**config.mk**
```make
export PLATFORM = sky130hd
export DESIGN_NAME = caravel_io_adapter_flat
export DESIGN_NICKNAME = d
export VERILOG_FILES = /design/src/rtl/caravel_io_if.sv /design/src/rtl/caravel_io_adapter.sv /design/src/flat_wrapper.sv
export SDC_FILE = /design/constraint.sdc
export NUM_CORES = 1
export LEC_CHECK = 0
export ABC_AREA = 1
export BUFFER_PORTS_ARGS = -buffer_cell sky130_fd_sc_hd__buf_2
export CORE_AREA = 2 2 71 59
export CTS_CLUSTER_DIAMETER = 150
export CTS_CLUSTER_SIZE = 14
export DETAILED_ROUTE_END_ITERATION = 12
export DIE_AREA = 0 0 73 61
export GPL_ROUTABILITY_DRIVEN = 0
export MAX_ROUTING_LAYER = met4
export SETUP_SLACK_MARGIN = 0.02
export SYNTH_ARGS = -nofsm -noshare
export SYNTH_HDL_FRONTEND = slang
export SYNTH_SLANG_ARGS = --single-unit
```
**constraint.sdc**
```tcl
create_clock -name wb_clk_i -period 1.25 [get_ports wb_clk_i]
set_clock_uncertainty 0.1 [all_clocks]
set_input_delay 0.1875 -clock wb_clk_i [delete_from_list [all_inputs] [get_ports wb_clk_i]]
set_output_delay 0.1875 -clock wb_clk_i [all_outputs]
set_load 0.1 [all_outputs]
```
**src/rtl/caravel_io_if.sv**
```systemverilog
// Pin-side bundle between user_project_wrapper and caravel_io_adapter.
// master = wrapper/pad side driving the raw pins, slave = the adapter.
interface caravel_io_if #(
  parameter int N_BUTTONS = 4,
  parameter int N_OUTS    = 6
);
  logic                 ext_reset_n;
  logic                 gpio_ready;
  logic [N_BUTTONS-1:0] btn_n_in;
  logic [N_BUTTONS-1:0] btn_level;
  logic [N_BUTTONS-1:0] btn_press;
  logic                 design_reset;
  logic [N_OUTS-1:0]    out_oeb;
  logic                 debug_design_reset;
  logic                 debug_gpio_ready;
  logic [1:0]           debug_oeb;

  modport master (
    output ext_reset_n, gpio_ready, btn_n_in,
    input  btn_level, btn_press, design_reset, out_oeb,
           debug_design_reset, debug_gpio_ready, debug_oeb
  );

  modport slave (
    input  ext_reset_n, gpio_ready, btn_n_in,
    output btn_level, btn_press, design_reset, out_oeb,
           debug_design_reset, debug_gpio_ready, debug_oeb
  );
endinterface

```
**src/rtl/caravel_io_adapter.sv**
```systemverilog
// Caravel-side adapter: synchronises/debounces buttons, builds a stretched
// design reset and keeps design pads tristated until firmware flags gpio_ready.
module caravel_io_adapter #(
  parameter int N_BUTTONS     = 4,
  parameter int N_OUTS        = 6,
  parameter int SYNC_STAGES   = 2,
  parameter int DEBOUNCE_BITS = 4,
  parameter int RESET_HOLD    = 8
) (
  input  logic         wb_clk_i,
  input  logic         wb_rst_i,
  caravel_io_if.slave  io
);

  localparam int HOLD_W = (RESET_HOLD > 0) ? $clog2(RESET_HOLD + 1) : 1;
  localparam logic [HOLD_W-1:0]        HOLD_INIT = HOLD_W'(RESET_HOLD);
  localparam logic [DEBOUNCE_BITS-1:0] DB_MAX    = {DEBOUNCE_BITS{1'b1}};

  logic [SYNC_STAGES-1:0]                    ext_sync;
  logic [SYNC_STAGES-1:0]                    rdy_sync;
  logic [N_BUTTONS-1:0][SYNC_STAGES-1:0]     btn_sync;
  logic [N_BUTTONS-1:0][DEBOUNCE_BITS-1:0]   db_cnt;
  logic [HOLD_W-1:0]                         hold_cnt;
  logic [N_BUTTONS-1:0]                      btn_level;
  logic [N_BUTTONS-1:0]                      btn_press;
  logic                                      design_reset;
  logic [N_OUTS-1:0]                         out_oeb;

  logic                 ext_s;
  logic                 rdy_s;
  logic                 rst_req;
  logic [N_BUTTONS-1:0] btn_raw;

  assign ext_s   = ext_sync[SYNC_STAGES-1];
  assign rdy_s   = rdy_sync[SYNC_STAGES-1];
  assign rst_req = ~ext_s | ~rdy_s;

  always_comb begin
    btn_raw = '0;
    for (int i = 0; i < N_BUTTONS; i++) begin
      btn_raw[i] = ~btn_sync[i][SYNC_STAGES-1];
    end
  end

  // A reset request of any length reloads the hold window; debounce keeps
  // running under design_reset so the game core sees settled levels on exit.
  always_ff @(posedge wb_clk_i) begin
    if (wb_rst_i) begin
      ext_sync     <= '0;
      rdy_sync     <= '0;
      btn_sync     <= '1;
      db_cnt       <= '0;
      btn_level    <= '0;
      btn_press    <= '0;
      hold_cnt     <= HOLD_INIT;
      design_reset <= 1'b1;
      out_oeb      <= '1;
    end else begin
      ext_sync <= {ext_sync[SYNC_STAGES-2:0], io.ext_reset_n};
      rdy_sync <= {rdy_sync[SYNC_STAGES-2:0], io.gpio_ready};

      if (rst_req) begin
        hold_cnt     <= HOLD_INIT;
        design_reset <= 1'b1;
      end else begin
        if (hold_cnt != '0) hold_cnt <= hold_cnt - 1'b1;
        design_reset <= (hold_cnt != '0);
      end

      out_oeb   <= {N_OUTS{~rdy_s}};
      btn_press <= '0;

      for (int i = 0; i < N_BUTTONS; i++) begin
        btn_sync[i] <= {btn_sync[i][SYNC_STAGES-2:0], io.btn_n_in[i]};
        if (btn_raw[i] == btn_level[i]) begin
          db_cnt[i] <= '0;
        end else if (db_cnt[i] != DB_MAX) begin
          db_cnt[i] <= db_cnt[i] + 1'b1;
        end else begin
          db_cnt[i]    <= '0;
          btn_level[i] <= btn_raw[i];
          btn_press[i] <= btn_raw[i] & ~design_reset;
        end
      end
    end
  end

  assign io.btn_level          = btn_level;
  assign io.btn_press          = btn_press;
  assign io.design_reset       = design_reset;
  assign io.out_oeb            = out_oeb;
  assign io.debug_design_reset = design_reset;
  assign io.debug_gpio_ready   = rdy_s;
  assign io.debug_oeb          = 2'b00;

endmodule

```
**src/flat_wrapper.sv**
```systemverilog
// flat-port wrapper written by rule: the top's interface ports become plain ports
module caravel_io_adapter_flat 
#(
  parameter int N_BUTTONS     = 4,
  parameter int N_OUTS        = 6,
  parameter int SYNC_STAGES   = 2,
  parameter int DEBOUNCE_BITS = 4,
  parameter int RESET_HOLD    = 8
)
  (wb_clk_i, wb_rst_i, io_ext_reset_n, io_gpio_ready, io_btn_n_in, io_btn_level, io_btn_press, io_design_reset, io_out_oeb, io_debug_design_reset, io_debug_gpio_ready, io_debug_oeb);
  caravel_io_if #(.N_BUTTONS(N_BUTTONS), .N_OUTS(N_OUTS)) io_i ();
  input  logic wb_clk_i;
  input  logic wb_rst_i;
  input wire logic [$bits(io_i.ext_reset_n)-1:0] io_ext_reset_n;
  input wire logic [$bits(io_i.gpio_ready)-1:0] io_gpio_ready;
  input wire logic [$bits(io_i.btn_n_in)-1:0] io_btn_n_in;
  output wire logic [$bits(io_i.btn_level)-1:0] io_btn_level;
  output wire logic [$bits(io_i.btn_press)-1:0] io_btn_press;
  output wire logic [$bits(io_i.design_reset)-1:0] io_design_reset;
  output wire logic [$bits(io_i.out_oeb)-1:0] io_out_oeb;
  output wire logic [$bits(io_i.debug_design_reset)-1:0] io_debug_design_reset;
  output wire logic [$bits(io_i.debug_gpio_ready)-1:0] io_debug_gpio_ready;
  output wire logic [$bits(io_i.debug_oeb)-1:0] io_debug_oeb;
  assign io_i.ext_reset_n = io_ext_reset_n;
  assign io_i.gpio_ready = io_gpio_ready;
  assign io_i.btn_n_in = io_btn_n_in;
  assign io_btn_level = io_i.btn_level;
  assign io_btn_press = io_i.btn_press;
  assign io_design_reset = io_i.design_reset;
  assign io_out_oeb = io_i.out_oeb;
  assign io_debug_design_reset = io_i.debug_design_reset;
  assign io_debug_gpio_ready = io_i.debug_gpio_ready;
  assign io_debug_oeb = io_i.debug_oeb;
  caravel_io_adapter #(.N_BUTTONS(N_BUTTONS), .N_OUTS(N_OUTS), .SYNC_STAGES(SYNC_STAGES), .DEBOUNCE_BITS(DEBOUNCE_BITS), .RESET_HOLD(RESET_HOLD)) u_core (.wb_clk_i(wb_clk_i), .wb_rst_i(wb_rst_i), .io(io_i));
endmodule
```
# Word-level counts from Yosys, hierarchy flattened
# Index checks and enable logic that the tools add are counted.
dict set report op_classes {
  add_sub_neg 5
  n_eq_ne 8
  bitwise 20
  reduce_logical 14
}
# op n
set ops {}
lappend ops {{OR reduction 3 bit} 8}
lappend ops {{adder 4 x 1 -> 4 bit, second input constant} 4}
lappend ops {{!= test 4 bit, second input constant} 4}
lappend ops {{NOT 1 bit} 15}
lappend ops {{AND reduction 2 bit} 4}
lappend ops {{bitwise AND 1 bit} 4}
lappend ops {{== test 1 bit} 4}
lappend ops {{nonzero test 4 bit} 1}
lappend ops {{subtractor 4 x 1 -> 4 bit, second input constant} 1}
lappend ops {{OR reduction 2 bit} 1}
lappend ops {{OR 1 bit} 1}
dict set report totals {
  register_bits 42
  in_bits 8
  output_inout_bits 19
  word_cells 68
}

# Depth between registers and ports, before layout
dict set report logic_depth {
  depth_word 4
  mapped_depth 5
  depth_no_buf 5
}

# Least setup slack after synthesis
# Ideal clock, no wire load.
dict set report synth_path {
  path_type {register to output}
  start {register u_core.io.out_oeb[0] (netlist name)}
  end {output port io_out_oeb[1]}
  arrival_time_ns 1.428
  required_time_ns 0.962
  setup_slack_ns -0.466
  path_stages_with_launch 2
  n_path_buf 1
  cell_sequence {dfxtp_1 buf_4}
}
# element line
set synth_rtl {}
lappend synth_rtl {{end, declared} flat_wrapper.sv:20} ;# output wire logic [$bits(io_i.out_oeb)-1:0] io_out_oeb;
# No word-level cell between the ends.

# Worst setup path in the final report
dict set report layout_path {
  start {register u_core.io.out_oeb[0] (netlist name)}
  end {output port io_out_oeb[5]}
}
# No word-level cell between the ends.

==> summary.md <==
| Metric | Value |
|---|---|
| Number of vias per cell after detailed routing | `4.387` |
| Clock tree buffer depth | `2` |
| Area Overhead vs Synth | `37.14%` |
| Maximum single-stage delay on the critical path | `0.45 ns` |
| Worst min path class | `input pin to register` |
| Category of the critical setup timing path | `register to output port` |
| Met2 Track Usage GR | `0.2085` |
| Synthesized area divided by synthesized cell count | `8.309 sq um` |
| GRT Residual Overflow | `0` |
| Family with the most delay on the worst path | `flip-flops` |
| EDFF count, synth | `0` |
| Sequential fraction of the synthesis area | `0.5189` |
| Async set-reset flop share out of synthesis | `0` |
| Hold path endpoint | `u_core.rdy_sync[1]` |
| Most used flip-flop cell after synthesis | `sky130_fd_sc_hd__dfxtp_1` |
| Synth warn | `0` |
| Largest family of logic cells by synthesized area | `simple AND/OR/NAND/NOR gates` |
| Top cells by count, synth | `sky130_fd_sc_hd__dfxtp_1 (42), sky130_fd_sc_hd__nand2_1 (33), sky130_fd_sc_hd__inv_1 (29), sky130_fd_sc_hd__nor2_1 (28), sky130_fd_sc_hd__nand3_1 (15)` |
| Effective utilization at floorplan | `0.4346` |
| Number of routed nets with antenna violations | `0` |
| PortBufs | `24` |
| Worst flop-to-flop path endpoint | `u_core.db_cnt[10]` |
| Launch point of the worst hold path | `wb_rst_i` |
| Most frequently used cell type in the post-synthesis netlist | `sky130_fd_sc_hd__dfxtp_1` |
| Depth of the worst hold-timing path | `2` |
| Total Wirelength | `2526 microns` |
| Setup repair after global routing missed its margin | `yes` |
| Clock latency reported for the late side of the worst-skew pair | `0.28 ns` |
| Hold Slack | `0.1234 ns` |
| Die Outline Area | `4453 sq um` |
| RR Startpoint | `u_core.db_cnt[9]` |
| Initial DRC count | `40` |
| Register clock-pin slew on the reported worst setup and hold paths | `0.07 ns` |
| Worst reg-to-reg setup slack | `0.10 ns` |
| Total number of H-tree levels | `2` |
| Mapped Area | `1620 sq um` |
| Total core area | `3729 sq um` |
| Status | `finished, final reports clean` |
| Total number of clock tree sinks | `42` |
| Top achievable clock speed | `814.5 MHz` |
| DPL Wire Length | `1789 microns` |
| Max-cap check violation count | `0` |
| Area share of and/or/nand/nor cells after synthesis | `0.2757` |
| Number of standard cells in the layout, taps in and fillers out | `271` |
| Utilization after layout | `0.5960` |
| Unique masters post-synth | `20` |
| Vertical extent of the die | `61 microns` |
| Worst-path maximum fanout | `6` |
| Reported leakage power | `0.0009613 uW` |
| Number of instances in the synthesized netlist | `195` |
| Post-Place Cells | `257` |
| Final clock period utilization by the worst path | `0.9821` |
| Ratio of cells with drive above 1 in the final layout | `0.2599` |
| Total global routing track utilization | `0.1361` |
| Width of the die | `73 microns` |
| Total number of placement rows | `20` |
| Clock Root Buffer | `sky130_fd_sc_hd__clkbuf_8` |
| Count of final max-slew check failures | `0` |
| Number of detailed-routing iterations run before antenna repair | `4` |
| WP data arrival | `0.94 ns` |
| Number of buffers created by CTS | `5` |
| Remaining design rule violation count | `0` |
| Net count reported at finish | `240` |
| Buffers plus inverters on the worst setup path | `1` |
| Wire length of the first global-routing pass | `4388 microns` |
| Post-synthesis compound-gate area fraction | `0.02008` |
| P per Cell Area | `1087 nW/um^2` |
| Xor-xnor portion of the synthesized cell area | `0.02703` |
| Count of inserted antenna diode cells | `0` |
| Number of placed I/O pins | `27` |
| Share of the synthesized area in the top cell type | `0.5189` |
| Adder and majority gate portion of the synthesized area | `0.04633` |
| Worst endpoint required time | `0.96 ns` |
| Worst Setup Start Kind | `register` |
| Number of fill cells in the layout | `313` |
| Via count | `1189` |
| Global Route met3 Usage | `0.04485` |
| Met1 demand-to-capacity share in global routing | `0.1660` |
| FF+latch count, synth | `42` |
| Pin count of the biggest net entering global routing | `16` |
| IR drop worst, VDD | `707.9 uV` |
| Worst Setup SP | `u_core.io.out_oeb[0]` |
| Clock period minus final worst setup slack | `1.228 ns` |
| Final Hold Violating Endpoints | `0` |
| Worst R2R Path Depth | `4` |
| Endpoint kind of the worst setup timing path | `output port` |
| Post-layout total power | `2416 uW` |
| Number of antenna violations at the first check in global routing | `0` |
| Worst path slowest cell | `sky130_fd_sc_hd__dfxtp_4` |
| Post-DR wirelength/cell | `9.321 microns` |
| Largest cells by area after synthesis | `sky130_fd_sc_hd__dfxtp_1 (52%), sky130_fd_sc_hd__nand2_1 (7.6%), sky130_fd_sc_hd__inv_1 (6.7%)` |
| Chain of cells forming the critical path | `buf_12` |
| Share of synthesized area spent on multiplexers | `0` |
| Cell taking the most area after synthesis | `sky130_fd_sc_hd__dfxtp_1` |
| Grt peak-use layer | `met2` |
| Via count of the first global-routing pass | `1054` |
| CTS tree | `built` |
| Setup violation total in the final timing report | `0` |
[sequential cells by signal, indices dropped and copies added (netlist names)]
signal,count
u_core.io.btn_press,4
u_core.rdy_sync,2
u_core.hold_cnt,4
u_core.io.btn_level,4
u_core.db_cnt,16
u_core.io.out_oeb,1
u_core.io.debug_design_reset,1
u_core.btn_sync,8
u_core.ext_sync,2
[report_power, final]
| part | total, uW | switching [uW] | leakage [uW] | internal, uW |
|---|---|---|---|---|
| sequential | 1360 | 14.3 | 0.000345 | 1350 |
| clock | 870 | 425 | 0.0000482 | 445 |
| combinational | 184 | 119 | 0.000568 | 65.5 |
[metrics by stage]
| step | area [sq um] | setup TNS, ns | setup WS, ns |
|---|---|---|---|
| after CTS | 2182 | 0 | 0.002803 |
| after detailed placement | 2031 | 0 | 0.07303 |
| after global placement | 2031 | 0 | 0.1001 |
| final | 2222 | 0 | 0.02232 |
| after global routing | 2222 | -0.1128 | -0.01997 |
| after floorplan | 1650 | 0 | 0.05352 |
[repair_timing]
action                                 in CTS  in global routing
hold buffers                                6                  0
endpoints found under the hold margin       6                  0
setup buffers                               0                  0
setup endpoints to repair                   6                 27
resized for setup                           0                 12
[layout make-up]
class | count | area [sq um] | share of cell area
Clock buffer | 7 | 86.33 | 0.03885
Clock inverter | 1 | 5.005 | 0.002252
Inverter | 30 | 112.6 | 0.05068
Multi-Input combinational cell | 115 | 645.6 | 0.2905
Sequential cell | 42 | 867.1 | 0.3902
Tap cell | 44 | 55.05 | 0.02477
Timing Repair Buffer | 32 | 450.4 | 0.2027
[placed cells by master, fill, tap and decap left out, drive strengths merged, types with 6 or more instances in the layout]
master,Yosys,layout
buf,9,26
clkbuf,0,7
dfxtp,42,42
dlygate4sd3,0,6
ha,6,6
inv,30,30
nand2,33,33
nand3,15,15
nor2,30,30
or2,9,9
[how the worst max path moves through the flow]
stage	endpoint	slack (ns)	cells after the start
final	io_out_oeb[5]	0.02	1
after global routing	io_out_oeb[4]	-0.02	1
after CTS	io_out_oeb[5]	0.003	1
after detailed placement	u_core.db_cnt[7]	0.07	4
after global placement	u_core.db_cnt[12]	0.10	4
after floorplan	io_btn_press[0]	0.05	0
[cells by family after synthesis]
family          after synthesis
buf+inv                      39
fa+ha+maj                     6
other cells                   1
xor+xnor                      5
simple gates                 96
compound gates                6
flops                        42
[metal layers]
metal | wire length [microns] | up-vias
met5 | 0 | -
met4 | 29 | 0
met3 | 148 | 4
met2 | 1125 | 36
met1 | 1223 | 501
li1 | - | 648
Power figures use the tool's default switching activity.
